<file path="src/rtl/id_ex_reg.sv">
// ID/EX pipeline register with load-use hazard detection, bubble insertion
// and a saturating count of inserted bubbles.
module id_ex_reg #(
    parameter int XLEN  = 32,
    parameter int CNT_W = 16
) (
    input  logic             clk,
    input  logic             rst_n,
    input  logic             flush,
    input  logic             hold,
    input  logic             id_valid,
    input  logic [XLEN-1:0]  id_pc,
    input  logic [XLEN-1:0]  id_rs1_data,
    input  logic [XLEN-1:0]  id_rs2_data,
    input  logic [XLEN-1:0]  id_imm,
    input  logic [4:0]       id_rs1,
    input  logic [4:0]       id_rs2,
    input  logic [4:0]       id_rd,
    input  logic [1:0]       id_alu_op,
    input  logic [3:0]       id_func,
    input  logic             id_alu_src,
    input  logic             id_mem_read,
    input  logic             id_mem_write,
    input  logic             id_reg_write,
    input  logic             id_mem_to_reg,
    input  logic             id_branch,
    output logic             ex_valid,
    output logic [XLEN-1:0]  ex_pc,
    output logic [XLEN-1:0]  ex_rs1_data,
    output logic [XLEN-1:0]  ex_rs2_data,
    output logic [XLEN-1:0]  ex_imm,
    output logic [4:0]       ex_rs1,
    output logic [4:0]       ex_rs2,
    output logic [4:0]       ex_rd,
    output logic [1:0]       ex_alu_op,
    output logic [3:0]       ex_func,
    output logic             ex_alu_src,
    output logic             ex_mem_read,
    output logic             ex_mem_write,
    output logic             ex_reg_write,
    output logic             ex_mem_to_reg,
    output logic             ex_branch,
    output logic             load_use_stall,
    output logic [CNT_W-1:0] bubble_cnt
);

    logic haz;

    // rs2 is compared even for I-type instructions: a spurious stall is harmless.
    assign haz = ex_valid & ex_mem_read & id_valid & (ex_rd != 5'd0) &
                 ((ex_rd == id_rs1) | (ex_rd == id_rs2));

    assign load_use_stall = haz & ~flush & ~hold;

    // Control group: bubble on flush or hazard, frozen on hold.
    always_ff @(posedge clk or negedge rst_n) begin
        if (!rst_n) begin
            ex_valid      <= 1'b0;
            ex_alu_op     <= 2'b00;
            ex_func       <= 4'b0000;
            ex_alu_src    <= 1'b0;
            ex_mem_read   <= 1'b0;
            ex_mem_write  <= 1'b0;
            ex_reg_write  <= 1'b0;
            ex_mem_to_reg <= 1'b0;
            ex_branch     <= 1'b0;
        end else if (flush || (!hold && haz)) begin
            ex_valid      <= 1'b0;
            ex_alu_op     <= 2'b00;
            ex_func       <= 4'b0000;
            ex_alu_src    <= 1'b0;
            ex_mem_read   <= 1'b0;
            ex_mem_write  <= 1'b0;
            ex_reg_write  <= 1'b0;
            ex_mem_to_reg <= 1'b0;
            ex_branch     <= 1'b0;
        end else if (!hold) begin
            // An invalid ID slot enters EX as a bubble regardless of its decode.
            ex_valid      <= id_valid;
            ex_alu_op     <= id_alu_op & {2{id_valid}};
            ex_func       <= id_func & {4{id_valid}};
            ex_alu_src    <= id_alu_src & id_valid;
            ex_mem_read   <= id_mem_read & id_valid;
            ex_mem_write  <= id_mem_write & id_valid;
            ex_reg_write  <= id_reg_write & id_valid;
            ex_mem_to_reg <= id_mem_to_reg & id_valid;
            ex_branch     <= id_branch & id_valid;
        end
    end

    // Data group: a hazard bubble keeps the previous operands.
    always_ff @(posedge clk or negedge rst_n) begin
        if (!rst_n) begin
            ex_pc       <= '0;
            ex_rs1_data <= '0;
            ex_rs2_data <= '0;
            ex_imm      <= '0;
            ex_rs1      <= 5'd0;
            ex_rs2      <= 5'd0;
            ex_rd       <= 5'd0;
        end else if (flush || (!hold && !haz)) begin
            ex_pc       <= id_pc;
            ex_rs1_data <= id_rs1_data;
            ex_rs2_data <= id_rs2_data;
            ex_imm      <= id_imm;
            ex_rs1      <= id_rs1;
            ex_rs2      <= id_rs2;
            ex_rd       <= id_rd;
        end
    end

    always_ff @(posedge clk or negedge rst_n) begin
        if (!rst_n) begin
            bubble_cnt <= '0;
        end else if (load_use_stall && (bubble_cnt != '1)) begin
            bubble_cnt <= bubble_cnt + 1'b1;
        end
    end

endmodule
</file>
<file path="config.mk">
export PLATFORM = sky130hd
export DESIGN_NAME = id_ex_reg
export DESIGN_NICKNAME = d
export VERILOG_FILES = /design/src/rtl/id_ex_reg.sv
export SDC_FILE = /design/constraint.sdc
export NUM_CORES = 1
export LEC_CHECK = 0
export CAP_MARGIN = 0
export CORE_MARGIN = 5
export CORE_UTILIZATION = 43
export DETAILED_ROUTE_END_ITERATION = 10
export PLACE_DENSITY = 0.93
export SLEW_MARGIN = 20
export SYNTH_ARGS = -nofsm -noshare
export SYNTH_HDL_FRONTEND = slang
export SYNTH_SLANG_ARGS = --single-unit
</file>
<file path="constraint.sdc">
create_clock -name clk -period 3 [get_ports clk]
set_input_delay 0.6 -clock clk [delete_from_list [all_inputs] [get_ports clk]]
set_output_delay 0.6 -clock clk [all_outputs]
set_load 0.005 [all_outputs]
</file>
Word level (Yosys, flattened, before mapping)
Cells that the tools add are included.

operators by class
  add/sub/neg operators = 1
  equal/unequal tests = 4
  mux-type cells = 18
  bitwise operators = 17
  reduce and logical (&&, ||, !) cells = 8

operators with widths
  kind                                            number
  adder 16 x 1 -> 16 bit (second input constant)  1
  != test 16 bit (second input constant)          1
  two-way mux 1 bit                               14
  bitwise AND 1 bit                               12
  == test 5 bit                                   2
  two-way mux 4 bit                               2
  nonzero test 5 bit                              1
  bitwise AND 4 bit                               1
  two-way mux 2 bit                               2
  logical AND 1 bit                               3
  bitwise AND 2 bit                               1
  zero test 1 bit                                 2
  logical OR 1 bit                                2
  != test 2 x 1 -> 1 bit (second input constant)  1
  NOT 1 bit                                       2
  bitwise OR 1 bit                                1

storage, ports and cells
  bits in registers = 172
  output and inout port bits = 173
  word-level logic and storage cells = 65

Logic depth before layout (Yosys ltp)
Gate-level depths: netlist (run 1).

  word-level depth = 7
  gate-level depth with buffers = 8

Worst setup path before layout (run 1)
Ideal clock, no wire load.

  kind = input-to-output
  start = in id_rs1[4]
  end = out load_use_stall
  arrival = 1921 ps
  required time = 2400 ps
  setup slack = 479 ps
  stages on the path = 6
  path buffers = 2
  path through = xnor2_1 > nand3_1 > o22ai_1 > clkbuf_1 > clkbuf_1 > and3_1

between the ends
  longest elaborated chain between the ends = 5

ends and longest elaborated chain
  item                             line  source
  start: declaration               16    input logic [4:0] id_rs1,
  == test 5 bit                    51    ((ex_rd == id_rs1) | (ex_rd == id_rs2));
  bitwise OR 1 bit                 51
  bitwise AND 1 bit                50    assign haz = ex_valid & ex_mem_read & id_valid & (ex_rd != 5'd0) &
  bitwise AND 1 bit (2 in series)  53    assign load_use_stall = haz & ~flush & ~hold;
  end: declaration                 43    output logic load_use_stall,

No other way between the ends.

Worst setup path in the final report (run 1)
  start = reg ex_rd[1]
  end = out load_use_stall

between the ends
  longest elaborated chain between the ends = 5
  elaborated cells between the ends (all ways) = 8
  classes of those cells = eq/ne (2); bitwise (5); reduce/logical (1)

ends and longest elaborated chain
  item                                                   line    source
  start: declaration                                     34      output logic [4:0] ex_rd,
  start signal: assignment                               108     ex_rd <= id_rd;
  == test 5 bit or nonzero test 5 bit (tied branches)    51, 50
  bitwise OR 1 bit or bitwise AND 1 bit (tied branches)  51, 50
  bitwise AND 1 bit (*)                                  50
  bitwise AND 1 bit (*) (2 in series)                    53

Mark *: on every way between the ends. The rest lies on a longest branch, timed or not.

==> metrics.cfg, run 1 <==
[sta]
maxSlewHeadroom_pct=30.3
rsz0062_at_grt=no
fin_crit_ns=2.64
tightest_slew_ns=1.04
fmax_mhz=379
slew_viol_final=0
hold_violations=0
finalSetupTns_ns=0
setup_viol=0
fin_worst_skew_ns=0.0105
period_share_pct=88.0
fin_hold_ws_ns=0.151

[floorplanning]
die_w_um=146
die_area_um2=21200
io_pins=333
rows=49
initial_core_util_pct=43.8
die_h_um=146
core_um2=18000

[finish]
fillers=1339
fin_util_pct=66.9
fin_cells=1317
layout_commonest_cell=clkdlybuf4s50_1
nets=1234
layout_common_cells=329 x clkdlybuf4s50_1, 169 x dfrtp_1, 149 x nand2_1, 146 x nor2_1, 143 x a221o_1
area_growth_pct=52.7
drive_above_1_share_pct=5.80

[grt]
grt_pass1_wl_um=42500
use_met2_pct=39.1
grt_max_degree=144
track_usage_pct=24.5
grt_pass1_vias=7576
antenna_found_initial=2
grt_util_met1_pct=31.2
busiest_layer=met2
grt_overflow=0
met3_usage_pct=7.35

[clock_network]
htreeDepth=4
cts_tree=yes
numCtsBuffers=17
max-clock-path-buffers=2
clk-insertion-delay-late_ns=0.42
clkSinkCount=172
clkTransAtPathRegs_ns=0.07
cts-root-buf=clkbuf_16
cts_hold_buf=0

[routing]
wire_per_inst_um=20.1
dr_total_vias=7553
drc_errors=0
wl_um=26500
viasPerCell=5.74
drt-pass1-iter-count=5
ant_nets=0
drtIter0Drc=493

[run_status]
status=complete, no violations

[critical_path]
r2r_cells=5
end_kind=output port
path_class=flop to output port
cp.arrival_ns=2.04
r2r_start=ex_rd[1]
critPathLaunchType=flop
crit_fanout=5
crit_required_ns=2.40
rrSetupSlack_ns=0.37
r2r_end=ex_pc[6]

[place]
hpwlAfterDp_um=18400
numPortBuffers=332
dpl.cell_count=1281
gp_congestion=0.826

[power]
leakage_nw=5.22
vdd_drop_max_mv=0.412
p_per_area_nw_per_um2=524

[yosys]
ys_types=35
yosysWarnings=0
synth_nets=932
synthCells=771
syn_area_um2=7900
synth_seq_area_share_pct=54.5
synth-seq-cells=172
syn_area_per_cell_um2=10.2

[flow_run]
maxCapViolations=0

[worst_hold_path]
holdCritPathClass=input port to asynchronous set/reset pin

-- logic make-up (layout without fill, tap and decap cells) --
logic type	count (synthesis)	after routing	share of synthesized area [%]
fa+ha+maj	1	1	0.158
xor+xnor	25	25	2.77
simple gates	342	342	17.9
other cells	0	2	0
flops	172	172	54.5
buf+inv	68	383	4.23
mux	1	1	0.143
compound gates	162	162	20.3
-- cell type report --
class | count | area [µm²] | area share [%]
Clock inverter | 14 | 155 | 1.29
Sequential cell | 172 | 4310 | 35.7
Timing Repair Buffer | 350 | 3570 | 29.6
Inverter | 1 | 3.75 | 0.0311
Tap cell | 229 | 287 | 2.38
Antenna cell | 2 | 5.00 | 0.0415
Clock buffer | 18 | 429 | 3.56
Multi-Input combinational cell | 531 | 3300 | 27.3
-- metal layers --
layer  share of wire [%]  routed length (µm)  vias to the layer above
met5                   0                   0                        -
met4                 3.8                 999                        0
met3                 8.9                2370                       59
met2                  48               12800                      390
met1                  39               10300                     3680
li1                    -                   -                     3424
-- power breakdown --
group | leakage (nW) | switching (mW) | internal, mW
clock network | 0.288 | 0.975 | 1.25
logic | 2.99 | 0.577 | 0.827
registers | 1.94 | 0.148 | 2.54
total | 5.22 | 1.70 | 4.61
-- metrics by stage --
stage | setup WS (ns) | instance area (µm²) | total power [mW]
finish | 0.359 | 12100 | 6.31
global placement | 0.0233 | 11400 | 4.08
CTS | 0.00805 | 12000 | 6.37
detailed placement | 0.00188 | 11400 | 4.13
floorplan | 0.479 | 7900 | 3.21
global route | 0.267 | 12100 | 6.59
-- how the worst max path moves through the flow --
| stage | start | to | slack (ns) | depth (start not counted) |
|---|---|---|---|---|
| floorplan | id_rs1[4] | load_use_stall | 0.48 | 6 |
| global placement | id_rs1[0] | load_use_stall | 0.02 | 6 |
| detailed placement | id_rs1[0] | load_use_stall | 0.002 | 6 |
| CTS | ex_rd[0] | load_use_stall | 0.008 | 4 |
| global route | ex_rd[1] | ex_rs2[2] | 0.27 | 5 |
| finish | ex_rd[1] | load_use_stall | 0.36 | 4 |
-- synthesized netlist by cell type (all sizes together) --
cell type / instances / area share (%)
nor2b: 1 / 0.079
o22ai: 1 / 0.079
mux2: 1 / 0.14
and4: 6 / 0.67
nor4b: 2 / 0.22
o211a: 1 / 0.13
nor3: 3 / 0.19
nor4bb: 1 / 0.13
inv: 1 / 0.047
or3b: 1 / 0.11
nor2: 147 / 7.0
nand3: 12 / 0.76
clkbuf: 49 / 2.3
or4: 1 / 0.14
buf: 18 / 1.9
a21o: 2 / 0.19
a21oi: 1 / 0.063
and2: 1 / 0.079
nor3b: 1 / 0.095
o211ai: 1 / 0.27
dfrtp: 172 / 54
o21a: 1 / 0.095
a221o: 143 / 18
ha: 1 / 0.16
or2: 1 / 0.079
nor4: 1 / 0.079
xnor2: 21 / 2.3
nand2b: 2 / 0.16
xor2: 4 / 0.44
and3: 6 / 0.48
nand2: 149 / 7.1
nand4: 7 / 0.55
a22o: 12 / 1.3
-- critical path, stage by stage, from the launching register on --
cell and delay (ns):
dfrtp_2 0.44, or4_4 0.56, o211a_1 0.26, and3_1 0.19
dlymetal6s2s_1 0.17
-- what timing repair did --
action,in CTS,in global routing
setup buffers,1,1
gates resized for setup,2,3
endpoints found under the setup margin,1,1
pin swaps,2,1
Power figures use the tool's default switching activity.
==> run 2, diff against run 1 <==
GPL_ROUTABILITY_DRIVEN = 0   (was not set)
==> results of run 2 <==
Final layout, timing and power as in run 1 (identical DEF).
==> run 3, diff against run 2 <==
SKIP_CTS_REPAIR_TIMING = 1   (was not set)
==> metrics.cfg, run 3 (same netlist as run 1, synthesis figures left out) <==
[critical_path]
rrSetupSlack_ns=0.37  ; about the same
cp.arrival_ns=2.05  ; about the same
r2r_end=ex_pc[6]
r2r_start=ex_rd[1]
crit_required_ns=2.40  ; about the same
path_class=flop to output port
critPathLaunchType=flop
r2r_cells=5  ; unchanged
end_kind=output port
crit_fanout=5  ; unchanged

[worst_hold_path]
holdCritPathClass=input port to asynchronous set/reset pin

[sta]
period_share_pct=88.3  ; +0.26 points
maxSlewHeadroom_pct=29.4  ; -0.86 points
fin_hold_ws_ns=0.151  ; +0.0000590 ns
fmax_mhz=377  ; -0.29%
hold_violations=0  ; unchanged
finalSetupTns_ns=0  ; unchanged
fin_crit_ns=2.65  ; +0.00766 ns
setup_viol=0  ; unchanged
tightest_slew_ns=1.06  ; +0.0129 ns
fin_worst_skew_ns=0.0108  ; +0.000350 ns
rsz0062_at_grt=no
slew_viol_final=0  ; unchanged

[grt]
grt_overflow=0  ; unchanged
grt_pass1_vias=7567  ; -0.12%
track_usage_pct=24.5  ; about the same
grt_pass1_wl_um=42400  ; about the same
antenna_found_initial=2  ; unchanged
grt_max_degree=144  ; unchanged

[clock_network]
clkSinkCount=172  ; unchanged
htreeDepth=4  ; unchanged
clk-insertion-delay-late_ns=0.42  ; about the same
clkTransAtPathRegs_ns=0.07  ; about the same
numCtsBuffers=17  ; unchanged
max-clock-path-buffers=2  ; unchanged
cts_tree=yes
cts-root-buf=clkbuf_16

[finish]
fin_util_pct=66.9  ; about the same
area_growth_pct=52.7  ; about the same
nets=1233  ; -0.081%
layout_commonest_cell=clkdlybuf4s50_1
fin_cells=1316  ; -0.076%
fillers=1336  ; -0.22%
drive_above_1_share_pct=5.81  ; about the same
layout_common_cells=329 x clkdlybuf4s50_1, 169 x dfrtp_1, 149 x nand2_1, 146 x nor2_1, 143 x a221o_1

[place]
numPortBuffers=332  ; unchanged
dpl.cell_count=1281  ; unchanged
hpwlAfterDp_um=18400  ; unchanged

[routing]
viasPerCell=5.75  ; +0.29%
drc_errors=0  ; unchanged
wl_um=26500  ; +0.22%
ant_nets=0  ; unchanged
dr_total_vias=7569  ; +0.21%
drt-pass1-iter-count=7  ; +2
wire_per_inst_um=20.2  ; +0.30%
drtIter0Drc=495  ; +0.41%

[floorplanning]
rows=49  ; unchanged
die_h_um=146  ; unchanged
initial_core_util_pct=43.8  ; unchanged
die_area_um2=21200  ; unchanged
io_pins=333  ; unchanged
die_w_um=146  ; unchanged
core_um2=18000  ; unchanged

[power]
leakage_nw=5.21  ; about the same
total_power_mw=6.32  ; about the same
vdd_drop_max_mv=0.414  ; +0.62%
p_per_area_nw_per_um2=524  ; about the same

[flow_run]
maxCapViolations=0  ; unchanged

[run_status]
status=complete, no violations

## run 3: layout make-up
type	count	area [µm²]	area share (%)
inverter	1	3.75	0.0311
sequential	172	4310	35.7
tap	229	287	2.38
clock buffer	18	429	3.56
multi-input combinational	531	3300	27.4
timing repair buffer	349	3570	29.6
antenna	2	5.00	0.0415
clock inverter	14	155	1.29
## run 3: how the worst max path moves through the flow
stage                     slack, ns       from              to
after floorplan                0.48  id_rs1[4]  load_use_stall
final                          0.35   ex_rd[1]  load_use_stall
after detailed placement      0.002  id_rs1[0]  load_use_stall
after global routing           0.26   ex_rd[1]       ex_rs2[2]
after global placement         0.02  id_rs1[0]  load_use_stall
after CTS                     -0.04   ex_rd[0]  load_use_stall
## run 3: critical path, stage by stage, from the launching register on
cell and delay (ns):
dfrtp_2 0.44, or4_4 0.57, o211a_4 0.27, and3_1 0.19
dlymetal6s2s_1 0.16
## run 3: report_power, final
| group | internal (mW) | leakage (nW) | switching (mW) |
|---|---|---|---|
| logic | 0.827 | 2.98 | 0.578 |
| registers | 2.54 | 1.94 | 0.149 |
| clock network | 1.25 | 0.288 | 0.979 |
| total | 4.61 | 5.21 | 1.71 |
## run 3: metrics by stage
step	area, µm²	worst slack (ns)
final	12100	0.351
after global routing	12100	0.259
after CTS	12000	-0.0430
after detailed placement	11400	0.00188
after global placement	11400	0.0233
after floorplan	7900	0.479
## run 3: layer usage
metal  track usage, %  vias up  wire [µm]
met1             31.2     3679      10300
li1                 -     3421          -
met4             10.4        0       1030
met2             39.0      404      12800
met5                0        -          0
met3             7.35       65       2420
==> RTL edit 1: new RTL, settings of run 1 <==
Set the parameter `XLEN` to 48 (it was 32).
--- a/src/rtl/id_ex_reg.sv
+++ b/src/rtl/id_ex_reg.sv
@@ -3,3 +3,3 @@
 module id_ex_reg #(
-    parameter int XLEN  = 32,
+    parameter int XLEN  = 48,
     parameter int CNT_W = 16
Ports: changed (8 resized); port bits go from 333 to 461. The function was not compared with the original's and may differ.
==> RTL edit 1 against run 1 <==
Routed wire length up 52%. Sequential cell count rose by 64. Cell area grew 38%. Synthesized cell count grew 37%. Power grew 47%. Combinational power up 45%. Area after synthesis grew 36%. Clock power rose by 59%. Setup slack got worse by 0.14 ns. Critical path type unchanged. Critical endpoint unchanged. Highest routed layer unchanged.
==> RTL edit 1: results (changes against run 1) <==
[placed_design]
gp_congestion=0.882  ; was 0.826
postPlaceCellArea_um2=15600  ; was 11400 um2
hpwlAfterDp_mm=26.9  ; was 18.4 mm
portBuffers=460  ; was 332
place_ws_ns=0.00926  ; was 0.00188 ns

[critical_path]
max_stage_delay_ns=0.51  ; was 0.56 ns
r2r-start=ex_rd[2]  ; was ex_rd[1]
cp_max_fo=4  ; was 5
reg2reg_to=ex_pc[5]  ; was ex_pc[6]
crit_arrival_ns=2.18  ; was 2.04 ns
reg2reg_setup_slack_ns=0.49  ; was 0.37 ns

[global_routing]
grt_pass1_vias=11000  ; was 7576
grt_pass1_wl_mm=62.7  ; was 42.5 mm
antenna_found_initial=1  ; was 2
grt_max_degree=208  ; was 144

[logic_synthesis]
ys_types=30  ; was 35
synth_compound_area_share_pct=20.9  ; was 20.3%
synth_common_cells=236 x dfrtp_1, 216 x nand2_1, 212 x nor2_1, 207 x a221o_1, 64 x clkbuf_1  ; was 172 x dfrtp_1, 149 x nand2_1, 146 x nor2_1, 143 x a221o_1, 49 x clkbuf_1
yosysSeqAreaShare_pct=54.9  ; was 54.5%
syn_nets=1278  ; was 932
synthCells=1053  ; was 771
netlist_top_cells_area=dfrtp_1 55%, a221o_1 19%, nand2_1 7.5%  ; was dfrtp_1 54%, a221o_1 18%, nand2_1 7.1%
synthAdderAreaFrac_pct=0.116  ; was 0.158%
synth_mux_area_share_pct=0.105  ; was 0.143%
synth_xor_xnor_area_share_pct=2.04  ; was 2.77%

[route]
wl_per_cell_um=22.2  ; was 20.1 um
vias_per_cell=5.85  ; was 5.74
drt-total-wl_mm=40.3  ; was 26.5 mm
drt-pass1-iter-count=6  ; was 5

[clock_tree]
clockBufferDepth=3  ; was 2
cts_max_level=1  ; was 4
cts_buffers=26  ; was 17

[run_status]
run_status=finished, final reports clean  ; unchanged

[pwr]
vdd_drop_max_v=0.000378  ; was 0.000412 V
p_leak_nw=7.15  ; was 5.22 nW
p_sw_share_pct=26.0  ; was 26.9%

[final_layout]
n_fill_cell=1690  ; was 1339

[timing]
maxSlewHeadroom_pct=21.2  ; was 30.3%

[RTL edit 1: cell type report]
type / count / area [um2] / share of cell area (%)
Sequential cell: 236 / 5910 / 35.6
Timing Repair Buffer: 485 / 4920 / 29.7
Multi-Input combinational cell: 721 / 4390 / 26.5
Clock buffer: 35 / 756 / 4.56
Tap cell: 324 / 405 / 2.44
Clock inverter: 13 / 196 / 1.18
Inverter: 1 / 3.75 / 0.0226
Antenna cell: 1 / 2.50 / 0.0151
[RTL edit 1: power groups by stage]
stage | registers (mW) | clock network [mW] | logic, mW
floorplan | 3.75 | 0 | 0.696
global placement | 3.75 | 0 | 1.93
detailed placement | 3.76 | 0 | 2.00
CTS | 3.71 | 3.58 | 2.04
global route | 3.75 | 3.74 | 2.17
finish | 3.72 | 3.53 | 2.03
[RTL edit 1: worst max-delay path by stage]
| stage | startpoint | endpoint | slack [ns] | cells after the start |
|---|---|---|---|---|
| floorplan | id_rs1[4] | load_use_stall | 0.42 | 6 |
| global placement | id_rs1[4] | load_use_stall | -0.01 | 6 |
| detailed placement | id_rs1[4] | load_use_stall | 0.009 | 6 |
| CTS | ex_rd[2] | load_use_stall | 0.19 | 4 |
| global route | ex_rd[3] | load_use_stall | 0.15 | 4 |
| finish | ex_rd[2] | load_use_stall | 0.22 | 4 |
[RTL edit 1: routing by layer]
metal	part of all wire (%)	wire length [um]	up-vias	GRT usage, %
met4	4.3	1720	0	10.7
met1	37	14900	5299	33.5
met3	7.9	3190	111	6.03
met5	0	0	-	0
met2	51	20500	549	47.1
li1	-	-	4666	-
[RTL edit 1: repair_timing]
item                                    4_1_cts  5_1_grt
resized for setup                             5        0
buffers inserted                              2        0
endpoints found under the setup margin        1        0
==> RTL edit 2: new RTL, flow settings as in run 1 <==
Made on the original files. Make the reset (`rst_n`) synchronous in 3 clocked blocks.
--- a/src/rtl/id_ex_reg.sv
+++ b/src/rtl/id_ex_reg.sv
@@ -55,3 +55,3 @@
     // Control group: bubble on flush or hazard, frozen on hold.
-    always_ff @(posedge clk or negedge rst_n) begin
+    always_ff @(posedge clk) begin
         if (!rst_n) begin
@@ -91,3 +91,3 @@
     // Data group: a hazard bubble keeps the previous operands.
-    always_ff @(posedge clk or negedge rst_n) begin
+    always_ff @(posedge clk) begin
         if (!rst_n) begin
@@ -111,3 +111,3 @@
 
-    always_ff @(posedge clk or negedge rst_n) begin
+    always_ff @(posedge clk) begin
         if (!rst_n) begin
Behaviour: differs if rst_n is asserted again (counterexample within 4 cycles, from zero or initial values and one cycle with rst_n low); with rst_n held inactive, the same outputs for 4 cycles.
==> RTL edit 2 against run 1 <==
Power is 15% lower. Cell area is 12% lower. Hold slack better by 0.29 ns. Area after synthesis is 17% lower. Routed wire length is 17% lower. Count of clock-buffer cells in the layout is 5 higher. Critical path type unchanged. Setup slack worse by 0.15 ns. Sequential cell count stayed put. Sequential power is 7.4% lower.
==> RTL edit 2: results (changes against run 1) <==
[pwr]
pg_comb_mw=0.831  ; was 1.40 mW
vdd_drop_max_v=0.000335  ; was 0.000412 V
clockPowerShare_pct=38.0  ; was 35.2%
cellPowerDensity_nw_per_um2=507  ; was 524 nW/um2
p_leak_nw=3.84  ; was 5.22 nW
p_int_mw=4.09  ; was 4.61 mW

[global_routing]
antenna_found_initial=0  ; was 2
grt_pass1_wl_mm=33.9  ; was 42.5 mm
grt_use_total_pct=23.7  ; was 24.5%
grt_max_degree=143  ; was 144
grt_pass1_vias=6677  ; was 7576

[final_layout]
antenna_cells=0  ; was 2
drive_above_1_share_pct=4.94  ; was 5.80%
nNetsFinal=1265  ; was 1234

[route]
vias_per_cell=5.32  ; was 5.74
drt_iter0_markers=529  ; was 493
drt-pass1-iter-count=6  ; was 5
drt-total-wl_mm=22.0  ; was 26.5 mm

[worst_hold_path]
hold_class=flip-flop to flip-flop  ; was input pin to async pin

[placed_design]
hpwlAfterDp_mm=16.2  ; was 18.4 mm
gp_congestion=0.883  ; was 0.826
postPlaceCellArea_um2=10000  ; was 11400 um2

[clock_tree]
cts_setup_buffers=0  ; was 1

[timing]
worstMarginPinSlew_ns=0.990  ; was 1.04 ns

[logic_synthesis]
synth_async_sr_flop_share_pct=0  ; was 100%
netlist_top_cells_area=dfxtp_1 53%, nand3_1 12%, nand2_1 8.9%  ; was dfrtp_1 54%, a221o_1 18%, nand2_1 7.1%
syn_nets=958  ; was 932
ys_dominant_reg_cell=dfxtp_1  ; was dfrtp_1
yosysSeqAreaShare_pct=52.8  ; was 54.5%
synth_common_cells=172 x dfxtp_1, 155 x nand2_1, 152 x nand3_1, 95 x o21ai_0, 56 x o21ai_1  ; was 172 x dfrtp_1, 149 x nand2_1, 146 x nor2_1, 143 x a221o_1, 49 x clkbuf_1

[critical_path]
ff2ff_path_depth=8  ; was 5
crit_arrival_ns=2.19  ; was 2.04 ns
max_stage_delay_ns=0.57

[run_status]
run_status=finished, final reports clean  ; unchanged

RTL edit 2: cell types whose count changed after synthesis, sizes merged, moves of 12 or more:
cell,run 1,this run
dfxtp,0,172
nor2,147,22
dfrtp,172,0
o21ai,0,151
a22oi,0,12
a22o,12,0
nand3,12,152
a221o,143,0
RTL edit 2: kinds of logic after synthesis:
group           synth area share [%]
xor+xnor                        2.01
compound gates                  14.9
simple gates                    24.7
buf+inv                         5.33
mux                            0.153
flops                           52.8
fa+ha+maj                      0.192
RTL edit 2: final cells by class:
type                            count  area (um2)
Clock buffer                       23         468
Clock inverter                      6        66.3
Fill cell                        1087        4470
Inverter                            4        15.0
Multi-Input combinational cell    553        2740
Sequential cell                   172        3440
Tap cell                          188         235
Timing Repair Buffer              356        3600
RTL edit 2: final timing paths:
check,from,end,slack [ns]
worst min-delay path,ex_rs2_data[13],ex_rs2_data[13],0.44
worst min register to register,ex_rs2_data[13],ex_rs2_data[13],0.44
worst max register to register,ex_rd[0],ex_imm[8],0.62
worst max-delay path,ex_rd[0],load_use_stall,0.21
RTL edit 2: metrics by stage:
step | instances | setup slack (ns)
after floorplan | 797 | 0.804
after global placement | 1273 | -0.0243
after detailed placement | 1273 | -0.0497
after CTS | 1302 | 0.183
after global routing | 1302 | 0.110
final | 1302 | 0.205
RTL edit 2: layer usage:
| layer | global-route usage (%) | vias to the layer above | wire (um) |
|---|---|---|---|
| li1 | - | 3356 | - |
| met1 | 25.9 | 3183 | 8290 |
| met2 | 40.7 | 309 | 10700 |
| met3 | 7.97 | 73 | 1930 |
| met4 | 12.3 | 0 | 1050 |
| met5 | 0 | - | 0 |
RTL edit 2: tightest hold or removal path, cell delays in order (launching register included):
cell,delay [ns]
dfxtp_1,0.31
nand2_1,0.05
o21ai_1,0.05
